File: config.mk
export PLATFORM = sky130hd
export DESIGN_NAME = memory_stage
export DESIGN_NICKNAME = d
export VERILOG_FILES = /design/src/rtl/mips_pipe_pkg.sv /design/src/rtl/memory_stage_data_memory.sv /design/src/rtl/memory_stage.sv
export SDC_FILE = /design/constraint.sdc
export NUM_CORES = 2
export LEC_CHECK = 0
export ABC_AREA = 1
export ABC_CLOCK_PERIOD_IN_PS = 1950
export CORE_UTILIZATION = 34
export CTS_BUF_LIST = sky130_fd_sc_hd__clkbuf_2 sky130_fd_sc_hd__clkbuf_4 sky130_fd_sc_hd__clkbuf_8
export CTS_CLUSTER_DIAMETER = 50
export CTS_CLUSTER_SIZE = 20
export DETAILED_ROUTE_END_ITERATION = 6
export PLACE_DENSITY = 0.53
export SYNTH_ARGS = -nofsm -noshare
export SYNTH_HDL_FRONTEND = slang
export SYNTH_SLANG_ARGS = --single-unit
File: constraint.sdc
create_clock -name CLK -period 1.95 [get_ports CLK]
set_input_delay 0.4875 -clock CLK [delete_from_list [all_inputs] [get_ports CLK]]
set_output_delay 0.4875 -clock CLK [all_outputs]
set_load 0.03 [all_outputs]
File: src/rtl/mips_pipe_pkg.sv
// Shared types and constants for the MEM/WB portion of the 5-stage pipeline.
// Default widths, the MEM/WB register layout and the data-memory index position.
package mips_pipe_pkg;

    localparam int DEF_AWL    = 6;
    localparam int DEF_DWL    = 32;
    localparam int DM_IDX_LSB = 2;

    typedef struct packed {
        logic               rfwe;
        logic               mtorfsel;
        logic [DEF_DWL-1:0] aluout;
        logic [DEF_DWL-1:0] dmout;
        logic [DEF_AWL-2:0] rfa;
    } mem_wb_t;

    // A memory access with a non-word-aligned byte address.
    function automatic logic misaligned(input logic access, input logic [1:0] byte_lsbs);
        return access & (byte_lsbs != 2'b00);
    endfunction

endpackage

File: src/rtl/memory_stage_data_memory.sv
// Word-addressed data memory: combinational read, rising-edge write, no reset.
// Contents survive pipeline reset; the caller gates the write enable.
module data_memory
    import mips_pipe_pkg::*;
#(
    parameter int AWL   = DEF_AWL,
    parameter int DWL   = DEF_DWL,
    parameter int DEPTH = 2**AWL
) (
    input  logic           clk,
    input  logic           we,
    input  logic [AWL-1:0] addr,
    input  logic [DWL-1:0] din,
    output logic [DWL-1:0] dout
);

    logic [DWL-1:0] mem [DEPTH];

    always_ff @(posedge clk) begin
        if (we) begin
            mem[addr] <= din;
        end
    end

    // Read sees the pre-write word during a same-index write cycle.
    assign dout = mem[addr];

endmodule

File: src/rtl/memory_stage.sv
// MEM + WB stage: data memory, MEM/WB pipeline register and write-back result mux.
// Optional alignment checking is enabled by defining DM_ALIGN_CHECK_EN.
module memory_stage
    import mips_pipe_pkg::*;
#(
    parameter int AWL   = DEF_AWL,
    parameter int DWL   = DEF_DWL,
    parameter int DEPTH = 2**AWL
) (
    input  logic           CLK,
    input  logic           RSTn,
    input  logic           RFWEM,
    input  logic           MtoRFSelM,
    input  logic           DMWEM,
    input  logic [DWL-1:0] ALUOutM,
    input  logic [DWL-1:0] DMdinM,
    input  logic [AWL-2:0] RFAM,
    output logic           RFWEW,
    output logic [AWL-2:0] RFAW,
    output logic [DWL-1:0] ALUOutW,
    output logic [DWL-1:0] DMOutW,
    output logic [DWL-1:0] ResultW
`ifdef DM_ALIGN_CHECK_EN
    ,
    output logic           MisalignW
`endif
);

    logic [AWL-1:0] dm_idx;
    logic           dm_we;
    logic [DWL-1:0] dm_rdata;
    logic           rfwe_next;
    mem_wb_t        wb_reg;
    mem_wb_t        wb_next;

    // Byte address to word index; out-of-range addresses wrap naturally.
    assign dm_idx = ALUOutM[AWL+DM_IDX_LSB-1:DM_IDX_LSB];

`ifdef DM_ALIGN_CHECK_EN
    logic misalign;
    logic misalign_reg;

    assign misalign  = misaligned(DMWEM | MtoRFSelM, ALUOutM[1:0]);
    assign dm_we     = DMWEM & RSTn & ~misalign;
    assign rfwe_next = RFWEM & ~misalign;

    always_ff @(posedge CLK or negedge RSTn) begin
        if (!RSTn) begin
            misalign_reg <= 1'b0;
        end else if (misalign) begin
            misalign_reg <= 1'b1;
        end
    end

    assign MisalignW = misalign_reg;
`else
    assign dm_we     = DMWEM & RSTn;
    assign rfwe_next = RFWEM;
`endif

    data_memory #(
        .AWL   (AWL),
        .DWL   (DWL),
        .DEPTH (DEPTH)
    ) u_data_memory (
        .clk  (CLK),
        .we   (dm_we),
        .addr (dm_idx),
        .din  (DMdinM),
        .dout (dm_rdata)
    );

    always_comb begin
        wb_next          = '0;
        wb_next.rfwe     = rfwe_next;
        wb_next.mtorfsel = MtoRFSelM;
        wb_next.aluout   = ALUOutM;
        wb_next.dmout    = dm_rdata;
        wb_next.rfa      = RFAM;
    end

    always_ff @(posedge CLK or negedge RSTn) begin
        if (!RSTn) begin
            wb_reg <= '0;
        end else begin
            wb_reg <= wb_next;
        end
    end

    assign RFWEW   = wb_reg.rfwe;
    assign RFAW    = wb_reg.rfa;
    assign ALUOutW = wb_reg.aluout;
    assign DMOutW  = wb_reg.dmout;
    assign ResultW = wb_reg.mtorfsel ? wb_reg.dmout : wb_reg.aluout;

endmodule
### Word-level counts from Yosys, hierarchy flattened

Memories as Yosys holds them, arrays and structs flattened. A register that Yosys moved wholly into a read port is not among the register bits.
Cells that the tools add are included.

| storage, ports and cells | value |
|---|---|
| register bits | 39 |
| bits in writable memories | 2048 |
| input bits | 74 |
| output and inout bits | 102 |
| word-level logic and storage cells | 10 |
| memories | 1 |

| cells by class | value |
|---|---|
| multiplexer cells | 3 |
| bitwise gates (word level) | 1 |
| reduce and logical (&&, ||, !) cells | 1 |

Memories:

| name | words | bits a word | rd ports | clocked after Yosys merged registers in | wr ports | line | RTL |
|---|---|---|---|---|---|---|---|
| u_data_memory.mem | 64 | 32 | 1 | 1 | 1 | memory_stage_data_memory.sv:17 | `logic [DWL-1:0] mem [DEPTH];` |

Operators by type and width:

| kind | count |
|---|---|
| 32-bit two-way mux | 1 |
| 1-bit two-way mux | 2 |
| 1-bit AND | 1 |
| 1-bit logical NOT | 1 |

### Depth between registers and ports, before layout

| depth | value |
|---|---|
| depth in word-level cells | 3 |
| mapped depth | 15 |
| mapped depth without buffers | 11 |

### Modules after synthesis

From an unflattened synthesis, not the netlist that was laid out.

| unflattened totals | value |
|---|---|
| cell total of the unflattened synthesis | 8654 |
| area, all modules | 88656.3 um2 |

Modules (own cells, without submodules):

| module | times used | cells each | area each (um2) | sequential area each (um2) |
|---|---|---|---|---|
| data_memory | 1 | 8408 | 85862.3 | 61499.0 |
| memory_stage | 1 | 246 | 2793.9 | 1776.7 |

### Worst setup path before layout

Ideal clock, no wire load.

| path | value |
|---|---|
| kind | input-to-reg |
| start | input ALUOutM[3] |
| end | memory u_data_memory.mem[40][0] in the netlist's numbering, enable pin |
| setup time | 502 ps |
| arrival | 4282 ps |
| required time | 1448 ps |
| slack | -2834 ps |
| stages | 5 |
| path buffers | 2 |
| path through | buf_4 > buf_6 > nor2_1 > inv_1 > nor4_1 |

RTL lines:

| item | line | RTL |
|---|---|---|
| start: declaration | memory_stage.sv:15 | `input logic [DWL-1:0] ALUOutM,` |
| end: declaration | memory_stage_data_memory.sv:17 |  |

Straight into the memory's write port.

### Final worst setup path

| path | value |
|---|---|
| start | register wb_reg[69] in the netlist's numbering |
| end | output ResultW[29] |

| on the way | value |
|---|---|
| longest elaborated chain between the ends | 1 |

RTL lines:

| item | line | RTL |
|---|---|---|
| start: declaration | memory_stage.sv:33 | `mem_wb_t wb_reg;` |
| start signal: assignment | memory_stage.sv:86 | `wb_reg <= wb_next;` |
| 32-bit two-way mux | memory_stage.sv:94 | `assign ResultW = wb_reg.mtorfsel ? wb_reg.dmout : wb_reg.aluout;` |
| end: declaration | memory_stage.sv:22 | `output logic [DWL-1:0] ResultW` |

Every way passes these cells.

==> results.json <==
{
  "first_global_vias": 60600,
  "first_pass_iters": 7,
  "die_w_um": 514,
  "htree_levels": 4,
  "drv_slew": 0,
  "pwr_density_cell_nw_per_um2": 855,
  "cts.sinks": 2119,
  "ys.flop_type": "edfxtp_1",
  "synth_xor_area_share_pct": 0,
  "grt_pass1_wl_mm": 430,
  "crit_path_end_kind": "output port",
  "crit_family": "buffers and inverters",
  "required_ps": 1460,
  "yosys_warnings": 0,
  "cts_tree": "done",
  "netlist_area_um2": 89100,
  "violations": "DRC, setup timing",
  "path_max_fanout": 3,
  "post_drt_wl_per_cell_um": 23.1,
  "vias_per_cell": 4.83,
  "synthSimpleGateAreaFrac_pct": 25.0,
  "yosys_register_bits": 2119,
  "r2r-end": "DMOutW[26]",
  "avgSynthCellArea_um2": 10.4,
  "fin_ws_ps": -778,
  "reg2reg_from": "u_data_memory.mem[35][26]",
  "tightest_slew_ps": 905,
  "peakVddDrop_uv": 606,
  "clk_path_buf_depth": 3,
  "numCtsBuffers": 218,
  "critPathArrivalTime_ps": 2240,
  "cp_cell_sequence": "buf_4, buf_6, buf_4, mux2_2, buf_6",
  "synth_top_family_by_area": "simple AND/OR/NAND/NOR gates",
  "worstSkewPairLatency_ps": 1020,
  "period_share_pct": 140,
  "yosysTopAreaCell": "edfxtp_1",
  "total_power_w": 0.0918,
  "fmax_ghz": 0.367,
  "clockRootBuffer": "clkbuf_8",
  "min-delay-start": "ALUOutM[1]",
  "drive_gt1_share_pct": 14.9,
  "max_stage_delay_ps": 450,
  "status": "finished, violations left",
  "synth_edf_count": 2048,
  "syn_to_final_growth_pct": 20.5,
  "critical_path_buf_inv_count": 4,
  "synth.yosys.seq_area_share_pct": 71.0,
  "antenna_found_initial": 18,
  "async_flop_share_pct": 3.35,
  "finalInstanceArea_um2": 107000,
  "fin_cells": 13000,
  "nets": 9338,
  "grt-ovfl-total": 0,
  "core-area_um2": 260000,
  "period_needed_ps": 2730,
  "path_class": "register to output port",
  "worst_path_max_delay_cell": "dfrtp_2",
  "die_y_um": 514,
  "hold_path.class": "input pin to register",
  "largest_register_ffs": 2048,
  "grt_max_degree": 65,
  "die_area_um2": 264000,
  "placed_cell_area_um2": 101000,
  "final_antenna_net_count": 0,
  "num_rows": 187,
  "drt_iter0_markers": 6551,
  "dp.cells": 12500,
  "max-cap-violations": 0,
  "grt_setup_unrepaired": "yes",
  "worst_slew_margin_rel_pct": 39.6,
  "fin_skew_ps": 60.1,
  "largest-register": "u_data_memory.mem",
  "regToRegSetupSlack_ps": 250,
  "route.vias.total": 62600,
  "whs_path_depth": 1,
  "syn_nets": 8658,
  "synth_compound_area_share_pct": 0.0814,
  "synth_fa_ha_area_share_pct": 0,
  "path_clk_slew_ps": 90,
  "fillers": 24700,
  "cellLeakagePower_nw": 44.8,
  "start_kind": "register",
  "wl_mm": 300,
  "io_buffers": 175,
  "synthMuxAreaShare_pct": 0.404,
  "place_congestion": 0.950,
  "netlist_instances": 8584,
  "ys_types": 23,
  "hold_path_end": "ALUOutW[1]",
  "track_usage_pct": 22.5,
  "dp_hpwl_mm": 193,
  "worst_r2r_path_depth": 11,
  "initial_core_util_pct": 34.3,
  "ys_top_cells_by_area": "edfxtp_1, nand2_1, dfrtp_1, buf_4, buf_6",
  "drc": 1,
  "hold_viol_final": 0,
  "ios": 176,
  "yosysTopAreaCellShare_pct": 69.0,
  "finalSetupViolCount": 102
}
## worst register-to-register path: stages (launching register included)
cell      delay [ps]
edfxtp_1         370
nand2_1           70
nand2_1           50
nand2_1           50
nand2_1           60
nand2_1           60
nand2_1          280
nand2_1          150
nand2_1          100
buf_12           130
nor2_1           170
nand2_1           80
## cell type report
type | instances | area [um^2] | area share, %
Tap cell | 3496 | 4370 | 4.07
Clock inverter | 173 | 1880 | 1.75
Antenna cell | 13 | 32.5 | 0.0303
Timing Repair Buffer | 954 | 11100 | 10.4
Sequential cell | 2119 | 63300 | 59.0
Clock buffer | 238 | 3160 | 2.95
Inverter | 30 | 158 | 0.147
Multi-Input combinational cell | 5941 | 23300 | 21.7
## layer usage
| layer | vias to the layer above | wire (um) | global-route usage, % | part of all wire (%) |
|---|---|---|---|---|
| met3 | 469 | 23300 | 3.94 | 7.8 |
| li1 | 29100 | - | - | - |
| met5 | - | 55 | 0 | 0.018 |
| met2 | 2423 | 137000 | 35.9 | 46 |
| met4 | 6 | 10800 | 7.82 | 3.6 |
| met1 | 30600 | 128000 | 30.8 | 43 |
## stage by stage
stage | TNS, ps | hold WS (ps) | worst slack (ps) | util [%]
2_1_floorplan | -1436660 | 192 | -895 | -
3_3_place_gp | -1379630 | 624 | -793 | 38.9
3_5_place_dp | -1370880 | 617 | -788 | 38.9
4_1_cts | -43750 | 17.1 | -876 | 41.3
5_1_grt | -44140 | 44.3 | -897 | 41.3
6_report | -35050 | 92.5 | -778 | 41.3
## power by group
| part | internal [W] | switching [W] | total (W) |
|---|---|---|---|
| Clock | 0.0137 | 0.0184 | 0.0321 |
| Sequential | 0.0501 | 0.000395 | 0.0505 |
| Combinational | 0.00296 | 0.00616 | 0.00912 |
## layout by cell type, fill, tap and decap left out, drive strengths merged
master,Yosys,routed
nand2,5729,5729
edfxtp,2048,2048
buf,381,853
clkbuf,113,238
nor2,137,137
inv,29,90
clkinv,1,76
dfrtp,71,71
dlygate4sd3,0,64
clkdlybuf4s50,0,37
mux2,32,32
clkinvlp,0,25
diode,0,13
nand3,13,13
bufinv,0,12
nor3,8,8
o21ai,7,7
or2,6,6
o211ai,5,5
nor4,2,2
nand4,2,2
## cells in the mapped netlist (7+ instances only)
cell and instances:
buf_1 53, buf_2 136, buf_4 120, buf_6 72
clkbuf_1 113, dfrtp_1 71, edfxtp_1 2048, inv_1 18
inv_2 9, mux2_2 32, nand2_1 5729, nand3_1 13
nor2_1 137, nor3_4 7, o21ai_1 7
## timing repair
action                                  in CTS  in global routing
gates resized for setup                    584                 15
hold buffers                                64                  0
setup buffers                               13                  6
endpoints found under the setup margin     102                102
cloned                                       1                  0
hold endpoints to repair                   850                  0
## worst max-delay path by stage
stage,slack [ps],start,depth (start not counted),endpoint
detailed placement,-790,DMWEM,7,u_data_memory.mem[6][2]
global placement,-790,DMWEM,7,u_data_memory.mem[6][10]
floorplan,-890,ALUOutM[2],7,u_data_memory.mem[14][0]
CTS,-880,wb_reg[69],4,ResultW[3]
finish,-780,wb_reg[69],5,ResultW[29]
global route,-900,wb_reg[69],5,ResultW[29]
## cell families (layout without fill, tap and decap cells)
group	after synthesis	count (layout)
muxes	32	32
buffers and inverters	524	1395
other	0	13
AOI/OAI and AO/OA	12	12
DFF	2119	2119
and+or+nand+nor	5897	5897
(Power assumes the default switching activity.)
